[config.mk]
export PLATFORM = sky130hd
export DESIGN_NAME = seg_scan_ctrl_flat
export DESIGN_NICKNAME = d
export VERILOG_FILES = /design/src/rtl/seg_pkg.sv /design/src/rtl/seg_scan_ctrl_if.sv /design/src/rtl/seg_digit_decode.sv /design/src/rtl/seg_scan_ctrl.sv /design/src/flat_wrapper.sv
export SDC_FILE = /design/constraint.sdc
export NUM_CORES = 1
export LEC_CHECK = 0
export CORE_MARGIN = 1
export CORE_UTILIZATION = 50
export DETAILED_ROUTE_END_ITERATION = 7
export PLACE_DENSITY_LB_ADDON = 0.12
export SYNTH_ARGS = -nofsm -noshare
export SYNTH_HDL_FRONTEND = slang
export SYNTH_SLANG_ARGS = --single-unit
[constraint.sdc]
create_clock -name clk_i -period 7.1 [get_ports clk_i]
set_clock_uncertainty 0.15 [all_clocks]
set_input_delay 1.42 -clock clk_i [delete_from_list [all_inputs] [get_ports clk_i]]
set_output_delay 1.42 -clock clk_i [all_outputs]
set_load 0.01 [all_outputs]
[src/rtl/seg_pkg.sv]
// Shared types, segment patterns and the digit decoder for the seven-segment
// scan controller.
package seg_pkg;

  // {a,b,c,d,e,f,g,dp}, active-low
  typedef logic [7:0] seg_t;

  // Blink half-period the display is currently in
  typedef enum logic {
    PH_ON  = 1'b0,
    PH_OFF = 1'b1
  } blink_phase_t;

  localparam seg_t SEG_BLANK = 8'hFF;

  // Segment patterns a..g, active-low (dp handled separately)
  localparam logic [6:0] PAT_OFF = 7'b1111111;
  localparam logic [6:0] PAT_0   = 7'b0000001;
  localparam logic [6:0] PAT_1   = 7'b1001111;
  localparam logic [6:0] PAT_2   = 7'b0010010;
  localparam logic [6:0] PAT_3   = 7'b0000110;
  localparam logic [6:0] PAT_4   = 7'b1001100;
  localparam logic [6:0] PAT_5   = 7'b0100100;
  localparam logic [6:0] PAT_6   = 7'b1100000;
  localparam logic [6:0] PAT_7   = 7'b0001111;
  localparam logic [6:0] PAT_8   = 7'b0000000;
  localparam logic [6:0] PAT_9   = 7'b0001100;
  localparam logic [6:0] PAT_H   = 7'b1001000;
  localparam logic [6:0] PAT_I   = 7'b1001111;
  localparam logic [6:0] PAT_E   = 7'b0110000;
  localparam logic [6:0] PAT_L   = 7'b1110001;
  localparam logic [6:0] PAT_P   = 7'b0011000;

  // Map a 4-bit code to segments; unknown codes go dark, dp is independent
  function automatic seg_t seg_decode(input logic [3:0] code,
                                      input logic       ltr,
                                      input logic       dp);
    logic [6:0] pat;
    pat = PAT_OFF;
    if (ltr) begin
      case (code)
        4'h5:    pat = PAT_H;
        4'hA:    pat = PAT_I;
        4'hE:    pat = PAT_E;
        4'h1:    pat = PAT_L;
        4'hB:    pat = PAT_P;
        default: pat = PAT_OFF;
      endcase
    end else begin
      case (code)
        4'h0:    pat = PAT_0;
        4'h1:    pat = PAT_1;
        4'h2:    pat = PAT_2;
        4'h3:    pat = PAT_3;
        4'h4:    pat = PAT_4;
        4'h5:    pat = PAT_5;
        4'h6:    pat = PAT_6;
        4'h7:    pat = PAT_7;
        4'h8:    pat = PAT_8;
        4'h9:    pat = PAT_9;
        default: pat = PAT_OFF;
      endcase
    end
    return {pat, ~dp};
  endfunction

endpackage

[src/rtl/seg_scan_ctrl_if.sv]
// Image-load / display bus between board status logic (master) and the
// scan controller (slave).
interface seg_scan_ctrl_if
  import seg_pkg::*;
#(
  parameter int unsigned NUM_DIGITS = 8
);

  logic [4*NUM_DIGITS-1:0] digits_i;
  logic [NUM_DIGITS-1:0]   ltr_i;
  logic [NUM_DIGITS-1:0]   dp_i;
  logic [NUM_DIGITS-1:0]   blank_i;
  logic [NUM_DIGITS-1:0]   blink_i;
  logic                    load_i;
  logic                    pending_o;
  logic                    frame_o;
  seg_t                    seg_o;
  logic [NUM_DIGITS-1:0]   an_o;

  modport master (
    output digits_i, ltr_i, dp_i, blank_i, blink_i, load_i,
    input  pending_o, frame_o, seg_o, an_o
  );

  modport slave (
    input  digits_i, ltr_i, dp_i, blank_i, blink_i, load_i,
    output pending_o, frame_o, seg_o, an_o
  );

endinterface

[src/rtl/seg_digit_decode.sv]
// Combinational decoder for the currently scanned digit.
module seg_digit_decode
  import seg_pkg::*;
(
  input  logic [3:0] code,
  input  logic       ltr,
  input  logic       dp,
  output seg_t       seg
);

  // Pure lookup through the shared package decoder
  always_comb begin
    seg = seg_decode(code, ltr, dp);
  end

endmodule

[src/rtl/seg_scan_ctrl.sv]
// Time-multiplexed seven-segment scan controller with a double-buffered
// image committed only at frame boundaries.
module seg_scan_ctrl
  import seg_pkg::*;
#(
  parameter int unsigned NUM_DIGITS   = 8,
  parameter int unsigned REFRESH_DIV  = 100000,
  parameter int unsigned BLINK_FRAMES = 50
)(
  input  logic         clk_i,
  input  logic         rst_i,
  seg_scan_ctrl_if.slave bus
);

  localparam int unsigned IDX_W = (NUM_DIGITS > 1) ? $clog2(NUM_DIGITS) : 1;
  localparam int unsigned CNT_W = $clog2(REFRESH_DIV);
  localparam int unsigned BLK_W = (BLINK_FRAMES > 1) ? $clog2(BLINK_FRAMES) : 1;

  logic [CNT_W-1:0] cnt;
  logic [IDX_W-1:0] idx;
  logic [BLK_W-1:0] blink_cnt;
  blink_phase_t     blink_phase;

  logic [4*NUM_DIGITS-1:0] sh_digits, act_digits;
  logic [NUM_DIGITS-1:0]   sh_ltr, act_ltr;
  logic [NUM_DIGITS-1:0]   sh_dp, act_dp;
  logic [NUM_DIGITS-1:0]   sh_blank, act_blank;
  logic [NUM_DIGITS-1:0]   sh_blink, act_blink;

  logic refresh_term;
  logic last_idx;
  logic frame_edge;

  logic [3:0]            cur_code;
  logic                  cur_ltr;
  logic                  cur_dp;
  logic                  cur_dark;
  logic [NUM_DIGITS-1:0] an_lit;
  seg_t                  dec_seg;

  // Terminal-count and frame-boundary detection
  always_comb begin
    refresh_term = (cnt == CNT_W'(REFRESH_DIV - 1));
    last_idx     = (idx == IDX_W'(NUM_DIGITS - 1));
    frame_edge   = refresh_term && last_idx;
  end

  // Refresh counter and scanned digit index
  always_ff @(posedge clk_i) begin
    if (rst_i) begin
      cnt <= '0;
      idx <= '0;
    end else if (refresh_term) begin
      cnt <= '0;
      idx <= last_idx ? '0 : idx + 1'b1;
    end else begin
      cnt <= cnt + 1'b1;
    end
  end

  // Shadow/active image, pending flag, frame pulse and blink timing.
  // A load on a boundary edge: the commit reads the pre-edge shadow (NBA),
  // and load taking priority keeps pending set for the new data.
  always_ff @(posedge clk_i) begin
    if (rst_i) begin
      sh_digits     <= '0;
      sh_ltr        <= '0;
      sh_dp         <= '0;
      sh_blank      <= '1;
      sh_blink      <= '0;
      act_digits    <= '0;
      act_ltr       <= '0;
      act_dp        <= '0;
      act_blank     <= '1;
      act_blink     <= '0;
      bus.pending_o <= 1'b0;
      bus.frame_o   <= 1'b0;
      blink_cnt     <= '0;
      blink_phase   <= PH_ON;
    end else begin
      bus.frame_o <= frame_edge;
      if (frame_edge && bus.pending_o) begin
        act_digits <= sh_digits;
        act_ltr    <= sh_ltr;
        act_dp     <= sh_dp;
        act_blank  <= sh_blank;
        act_blink  <= sh_blink;
      end
      if (bus.load_i) begin
        sh_digits     <= bus.digits_i;
        sh_ltr        <= bus.ltr_i;
        sh_dp         <= bus.dp_i;
        sh_blank      <= bus.blank_i;
        sh_blink      <= bus.blink_i;
        bus.pending_o <= 1'b1;
      end else if (frame_edge) begin
        bus.pending_o <= 1'b0;
      end
      if (frame_edge) begin
        if (blink_cnt == BLK_W'(BLINK_FRAMES - 1)) begin
          blink_cnt   <= '0;
          blink_phase <= (blink_phase == PH_ON) ? PH_OFF : PH_ON;
        end else begin
          blink_cnt <= blink_cnt + 1'b1;
        end
      end
    end
  end

  // Select the active-image fields of the scanned digit
  always_comb begin
    cur_code = '0;
    cur_ltr  = 1'b0;
    cur_dp   = 1'b0;
    cur_dark = 1'b1;
    an_lit   = '1;
    for (int unsigned k = 0; k < NUM_DIGITS; k++) begin
      if (idx == IDX_W'(k)) begin
        cur_code  = act_digits[4*k +: 4];
        cur_ltr   = act_ltr[k];
        cur_dp    = act_dp[k];
        cur_dark  = act_blank[k] | (act_blink[k] & (blink_phase == PH_OFF));
        an_lit[k] = 1'b0;
      end
    end
  end

  seg_digit_decode u_dec (
    .code (cur_code),
    .ltr  (cur_ltr),
    .dp   (cur_dp),
    .seg  (dec_seg)
  );

  // Registered display pins
  always_ff @(posedge clk_i) begin
    if (rst_i || cur_dark) begin
      bus.seg_o <= SEG_BLANK;
      bus.an_o  <= '1;
    end else begin
      bus.seg_o <= dec_seg;
      bus.an_o  <= an_lit;
    end
  end

endmodule

[src/flat_wrapper.sv]
// flat-port wrapper written by rule: the top's interface ports become plain ports
module seg_scan_ctrl_flat import seg_pkg::*;
#(
  parameter int unsigned NUM_DIGITS   = 8,
  parameter int unsigned REFRESH_DIV  = 100000,
  parameter int unsigned BLINK_FRAMES = 50
)
  (clk_i, rst_i, bus_digits_i, bus_ltr_i, bus_dp_i, bus_blank_i, bus_blink_i, bus_load_i, bus_pending_o, bus_frame_o, bus_seg_o, bus_an_o);
  seg_scan_ctrl_if #(.NUM_DIGITS(NUM_DIGITS)) bus_i ();
  input  logic clk_i;
  input  logic rst_i;
  input wire logic [$bits(bus_i.digits_i)-1:0] bus_digits_i;
  input wire logic [$bits(bus_i.ltr_i)-1:0] bus_ltr_i;
  input wire logic [$bits(bus_i.dp_i)-1:0] bus_dp_i;
  input wire logic [$bits(bus_i.blank_i)-1:0] bus_blank_i;
  input wire logic [$bits(bus_i.blink_i)-1:0] bus_blink_i;
  input wire logic [$bits(bus_i.load_i)-1:0] bus_load_i;
  output wire logic [$bits(bus_i.pending_o)-1:0] bus_pending_o;
  output wire logic [$bits(bus_i.frame_o)-1:0] bus_frame_o;
  output wire logic [$bits(bus_i.seg_o)-1:0] bus_seg_o;
  output wire logic [$bits(bus_i.an_o)-1:0] bus_an_o;
  assign bus_i.digits_i = bus_digits_i;
  assign bus_i.ltr_i = bus_ltr_i;
  assign bus_i.dp_i = bus_dp_i;
  assign bus_i.blank_i = bus_blank_i;
  assign bus_i.blink_i = bus_blink_i;
  assign bus_i.load_i = bus_load_i;
  assign bus_pending_o = bus_i.pending_o;
  assign bus_frame_o = bus_i.frame_o;
  assign bus_seg_o = bus_i.seg_o;
  assign bus_an_o = bus_i.an_o;
  seg_scan_ctrl #(.NUM_DIGITS(NUM_DIGITS), .REFRESH_DIV(REFRESH_DIV), .BLINK_FRAMES(BLINK_FRAMES)) u_core (.clk_i(clk_i), .rst_i(rst_i), .bus(bus_i));
endmodule
==> key figures, run 1 <==
Status
  • Status: complete, no violations

Yosys
  • Mean post-synth cell area: 8.65 sq um
  • Number of synthesized register bits: roughly 170
  • Synth Flop Type: dfxtp_1
  • Synth Cell Area: between 0.007 and 0.008 sq mm
  • Netlist cell types: 59
  • Async SR Flop Fraction: 0%
  • YS warnings: 0
  • Mapped Nets: around 920
  • Cell count after synthesis: approximately 840
  • Sequential fraction of the synthesis area: around 48%
  • Post-synth EDFFs: 0

Floorplan
  • Die height: 122 um
  • Core box area: 0.0140 sq mm
  • Row cnt: 43
  • Initial Utilization: about half
  • Die Width: 122 um
  • Die ar.: between 0.01 and 0.015 sq mm
  • I/O pin count: 85

Global route
  • First-pass GRT wire length: between 20,000 and 30,000 um
  • GRT Residual Overflow: 0
  • Vias in the first global route: 5,617
  • Largest net degree at the start of global routing: 102
  • Tot GR Track Use: 23.1%
  • Antenna violations before repair: 0

Setup path
  • Critical path's slowest cell: dfxtp_1
  • Worst R2R Setup Slack: 3360 ps
  • Crit Reg-Reg Startpoint: u_core.idx[2]
  • CP max stage delay: approximately 630 ps
  • R2R Path End: u_core.bus.seg_o[1]
  • Crit start category: flip-flop
  • Worst setup startpoint: u_core.idx[2]
  • Crit path capture type: flip-flop
  • Critical path peak fanout: 16
  • Kind of critical path: reg -> reg
  • Worst Path Required: roughly 7200 ps
  • Worst-case reg-to-reg path depth: 12
  • CP Cell Sequence: clkinv_1 -> ha_1 -> or2_2 -> a221oi_1 -> o22ai_1 -> a22o_1 -> inv_1 -> ha_1 -> inv_1 -> o211ai_1 -> o221a_2 -> o211ai_1
  • Critical path destination: u_core.bus.seg_o[1]
  • Critical path arrival: approximately 3900 ps

Flow run
  • Maxcap violations: 0

Detailed routing
  • Routed WL: roughly 16,000 um
  • Routed Antenna Nets: 0
  • Post-route DRC: 0
  • DR pass1 iterations: 5
  • Initial DRC Count: about 550
  • Avg Vias per Cell: 5.34
  • Vias: 5,769
  • DR WL/cell: ~15 um

Timing
  • Worst slew margin: around a quarter
  • Final worst path period share: 52.6%
  • Final setup viols: 0
  • Final min period: 3740 ps
  • Slew @ Worst Pin: 1150 ps
  • Final Hold Viols: 0
  • Setup TNS: 0 ps
  • RSZ-0062 raised after global routing: false
  • Max Slew Vio Count: 0
  • Max Clk Rate: around 270 MHz

Clock tree
  • Cts bufs inserted: 17
  • # Post-CTS Setup Buffers: 0
  • Clock tree buffer depth: 2
  • Clock Pin Slew Worst Setup and Hold Paths: around 70 ps
  • H-tree depth: 4
  • Clock Sink Count: 173
  • Root Buffer Master: clkbuf_16
  • CTS tree: yes
  • Post-cts sizing count: 0
  • Number of hold buffers added after cts: 0
  • Skew-Pair Late Insertion Delay: 430 ps

Final layout
  • Area growth syn-to-layout: 20.1%
  • Finished Core Util: between 60% and 70%
  • Ant diodes: 0
  • Final nets: just under 1,000
  • Fillers: 1,245
  • Largest regs: u_core.act_digits: 32 flops, u_core.sh_digits: 32 flops, u_core.cnt: 17 flops
  • Seq. cell area: approximately 0.0035 sq mm
  • Layout cell share with drive strength beyond 1: ~5.3%
  • Area occupied by multi-input gates: 0.00341 sq mm

Pwr
  • Pwr Density: approximately 240 mW/mm^2
  • Static Leak: approximately 0.0033 uW
  • Worst VDD drop: ~0.16 mV

Place
  • DP HPWL: between 10,000 and 15,000 um
  • Placer Congestion: about 0.84
  • I/O Buffers: between 80 and 90

Worst hold path
  • Hold Path Class: reg -> reg
  • Hold_sp: u_core.sh_dp[0]
-- kinds of logic (layout without fill, tap and decap cells) --
family                   Yosys count  in the layout  share of synthesized area [%]
adder cells (fa/ha/maj)           14             14                           2.43
XOR/XNOR                          18             18                           2.18
buffers and inverters             76            141                           4.80
multiplexers                      58             58                           8.04
AO/OA/AOI/OAI                    151            151                           13.4
flip-flops                       173            173                           48.0
AND/OR/NAND/NOR                  345            345                           21.2
-- critical path, delay by kind of cell, from the launching register on --
family	cells	cell delay, ps
buffers and inverters	3	610
and+or+nand+nor	1	380
adders and majority gates	2	670
AOI/OAI and AO/OA	6	1150
DFF	1	630
-- area by class of cell --
cell class,count,area share [%]
inverter,23,0.996
clock buffer,24,5.79
multi-input combinational,586,39.4
sequential,173,39.9
clock inverter,8,1.47
tap,180,2.60
timing repair buffer,86,9.81
-- stage by stage --
stage / power (uW) / cells / hold slack [ps] / area, sq um / worst slack [ps]
2_1_floorplan: 1080 / 835 / 277 / 7220 / 4020
3_5_place_dp: 1130 / 1048 / 296 / 8040 / 3430
6_report: 2090 / 1080 / 307 / 8670 / 3360
5_1_grt: 2150 / 1080 / 331 / 8670 / 2990
4_1_cts: 2100 / 1080 / 304 / 8670 / 3390
3_3_place_gp: 1130 / 1048 / 289 / 8040 / 3550
-- per-layer routing --
layer | GRT usage [%] | up-vias | wire length [um]
li1 | - | 2917 | -
met1 | 29.0 | 2702 | 7370
met2 | 38.9 | 123 | 7890
met3 | 5.15 | 27 | 609
met4 | 8.16 | 0 | 297
met5 | 0 | - | 0
-- how the worst min path moves through the flow --
stage,to,cells after the start,slack [ps]
final,u_core.act_dp[0],2,310
after global routing,u_core.act_digits[29],2,330
after CTS,u_core.act_dp[7],2,300
after detailed placement,u_core.act_dp[7],2,300
after global placement,u_core.act_blank[3],1,290
after floorplan,u_core.act_digits[30],2,280
-- report_power, final --
part           switching [uW]  total [uW]  internal [uW]  leakage [uW]
clock                     376         979            603      0.000303
sequential               13.8        1010            995       0.00141
combinational            42.0         100           58.1       0.00161
total                     432        2090           1660       0.00333
-- cells in the final DEF, fill, tap and decap left out, types with 15 or more instances in the layout --
cell,count
mux2i_1,58
nor2_1,99
nand3_1,15
a21oi_1,84
dfxtp_1,173
nor2b_1,15
nand2_1,160
clkdlybuf4s50_1,82
clkbuf_16,17
inv_1,21
-- synth_stat cells, types with 3 or more instances --
library cell / number / share of area [%]
nand3_1: 15 / 1.0
nor2_1: 99 / 5.1
clkbuf_1: 26 / 1.4
nand3b_1: 13 / 1.4
xor2_1: 9 / 1.1
a211oi_1: 3 / 0.31
nor3b_1: 3 / 0.31
a21oi_1: 84 / 5.8
nand2b_1: 5 / 0.43
buf_6: 5 / 0.78
dfxtp_1: 173 / 48
a221oi_1: 5 / 0.61
buf_1: 5 / 0.26
o31ai_1: 4 / 0.42
or3_1: 5 / 0.43
buf_2: 16 / 1.1
a31oi_1: 3 / 0.26
ha_1: 14 / 2.4
nor3_1: 8 / 0.55
o21ai_0: 10 / 0.69
inv_1: 21 / 1.1
nand2_1: 161 / 8.4
a211o_1: 10 / 1.2
nand4_1: 3 / 0.26
nor2b_1: 15 / 1.3
and2_1: 4 / 0.35
o22ai_1: 3 / 0.26
xnor2_1: 9 / 1.1
mux2i_1: 58 / 8.0
and3_1: 4 / 0.35
a221o_1: 4 / 0.55
o211ai_1: 5 / 0.52
Note: power is estimated with default switching activity, not from simulation.
==> inputs of run 2 (changes only) <==
Clock period 7.1 ns to 3.8 ns, I/O delays scaled along.
==> run 2 against run 1 <==
  * Die area unchanged
  * Via count increased by 0.94%
  * Register-to-register slack got worse by 2900 ps
  * Sequential power increased by 86%
  * Clock power increased by 94%
  * Design area increased by 0.89%
  * Fmax increased by 12%
  * Sequential cell count unchanged
  * Worst setup slack got worse by 2900 ps
  * Critical path depth decreased by 1
  * Count of clock-buffer cells in the layout decreased by 2
  * Total power increased by 90%
  * Critical endpoint is now u_core.bus.seg_o[7]
  * Largest power group is now the clock network
  * Highest routed layer unchanged
==> key figures, run 2 (synthesis results as in run 1) <==
Setup path
  • Worst Path Required: 3990 ps
  • Critical path peak fanout: 13
  • Kind of critical path: reg -> reg
  • CP Cell Sequence: ha_1 -> ha_1 -> or2_2 -> a221o_1 -> a22oi_1 -> o31ai_1 -> inv_1 -> ha_1 -> and3_1 -> o221a_2 -> o31ai_1
  • Critical path's slowest cell: o31ai_1
  • Crit start category: flip-flop
  • CP max stage delay: between 600 and 700 ps
  • Crit path capture type: flip-flop
  • Critical path arrival: between 3000 and 4000 ps
  • Most used cell, CP: ha_1

Status
  • Status: complete, no violations

Place
  • I/O Buffers: between 80 and 90
  • Pre-CTS setup slack: ~500 ps
  • # placed instances: around 1,100
  • DP HPWL: between 10,000 and 15,000 um
  • Placer Congestion: around 0.9

Timing
  • Max Clk Rate: just under 300 MHz
  • Final setup margin: around 450 ps
  • Final setup viols: 0
  • RSZ-0062 raised after global routing: false
  • Final Hold Viols: 0
  • Worst slew margin: about 29%
  • Max Slew Vio Count: 0
  • Slew @ Worst Pin: about 1100 ps
  • Final worst path period share: about nine tenths
  • Final min period: roughly 3400 ps
  • Setup TNS: 0 ps

Worst hold path
  • Hold Path Class: reg -> reg

Global route
  • Antenna violations before repair: 0
  • GRT met1 Usage: ~28%
  • Vias in the first global route: roughly 5,500
  • First-pass GRT wire length: 25,800 um
  • Met2 usage: a little over a third
  • Busiest grt layer: met2
  • GRT Residual Overflow: 0
  • Largest net degree at the start of global routing: 74
  • Met3 GRT Util: approximately 5.2%
  • Tot GR Track Use: between 20% and 30%

Floorplan
  • Row cnt: 43
  • Die height: 122 um
  • Die Width: between 100 and 150 um
  • Core box area: 0.0140 sq mm
  • Die ar.: between 0.01 and 0.015 sq mm
  • Initial Utilization: about half
  • I/O pin count: 85

Final layout
  • Largest regs: u_core.act_digits: 32 flops, u_core.sh_digits: 32 flops, u_core.cnt: 17 flops
  • Layout cell share with drive strength beyond 1: between 5 and 6%
  • Area growth syn-to-layout: 21.1%
  • Finished Core Util: between 60% and 70%
  • Final nets: around 970
  • Fillers: about 1,200
  • Final std cells w/o fill: ~1,100
  • Ant diodes: 0
  • Most frequent cells in the layout: dfxtp_1 (173), nand2_1 (160), nor2_1 (99)
  • Most common cell after layout, fill and taps aside: dfxtp_1

Pwr
  • Internal power: about 3200 uW
  • Worst VDD drop: between 0.3 and 0.4 mV
  • Net Sw Frac: 20.1%
  • Sequential share of power: 47.5%
  • Static Leak: 0.00338 uW
  • Clk network pwr share: a little under half
  • Combinational power share: between 4 and 5%
  • Pwr Density: 454 mW/mm^2
  • Overall power: 3970 uW
  • Switching Power: around 800 uW

Clock tree
  • # Post-CTS Setup Buffers: 0
  • Clock Sink Count: 173
  • Clock Pin Slew Worst Setup and Hold Paths: approximately 60 ps
  • CTS tree: yes
  • H-tree depth: 4
  • Skew-Pair Late Insertion Delay: between 400 and 500 ps
  • Cts bufs inserted: 17
  • Clock tree buffer depth: 2
  • Number of hold buffers added after cts: 0
  • Root Buffer Master: clkbuf_16
  • Post-cts sizing count: 0

Flow run
  • Maxcap violations: 0

Detailed routing
  • Initial DRC Count: 378
  • Routed WL: 15,600 um
  • DR pass1 iterations: 5
  • Routed Antenna Nets: 0
  • Avg Vias per Cell: 5.36
  • Post-route DRC: 0
  • DR WL/cell: 14.4 um
  • Vias: between 5,000 and 6,000
run 2: critical path, delay by kind of cell, from the launching register on:
| kind | cells | cell delay [ps] |
|---|---|---|
| AO/OA/AOI/OAI | 5 | 1240 |
| adder cells (fa/ha/maj) | 3 | 930 |
| AND/OR/NAND/NOR | 2 | 420 |
| flip-flops | 1 | 380 |
| buffers and inverters | 1 | 160 |
run 2: metrics by stage:
step                area [sq um]  hold slack [ps]
global placement            8100              291
global route                8750              319
CTS                         8750              306
detailed placement          8100              290
finish                      8750              302
floorplan                   7220              277
run 2: power by group through the flow:
stage                     clock network (uW)  registers (uW)  logic (uW)
after CTS                               1930            1880         188
final                                   1900            1880         186
after detailed placement                   0            1920         187
after global placement                     0            1920         181
after floorplan                            0            1920         102
after global routing                    2010            1890         204
run 2: final timing paths:
check / start / end / slack (ps) / cells after the start
max: u_core.idx[0] / u_core.bus.seg_o[7] / 450 / 11
min: u_core.act_blink[6] / u_core.act_blink[6] / 300 / 2
max reg2reg: u_core.idx[0] / u_core.bus.seg_o[7] / 450 / 11
min reg2reg: u_core.act_blink[6] / u_core.act_blink[6] / 300 / 2
run 2: area by class of cell:
cell class                 instances  area [sq um]  area share (%)
sequential                       173          3460            39.6
multi-input combinational        586          3410            39.0
timing repair buffer              92           908            10.4
clock buffer                      22           464            5.31
tap                              180           225            2.57
clock inverter                    10           185            2.12
inverter                          23          86.3           0.987
run 2: layer usage:
layer,vias up,share of wire (%)
li1,2934,-
met1,2711,45
met2,141,48
met3,37,4.3
met4,0,3.1
met5,-,0
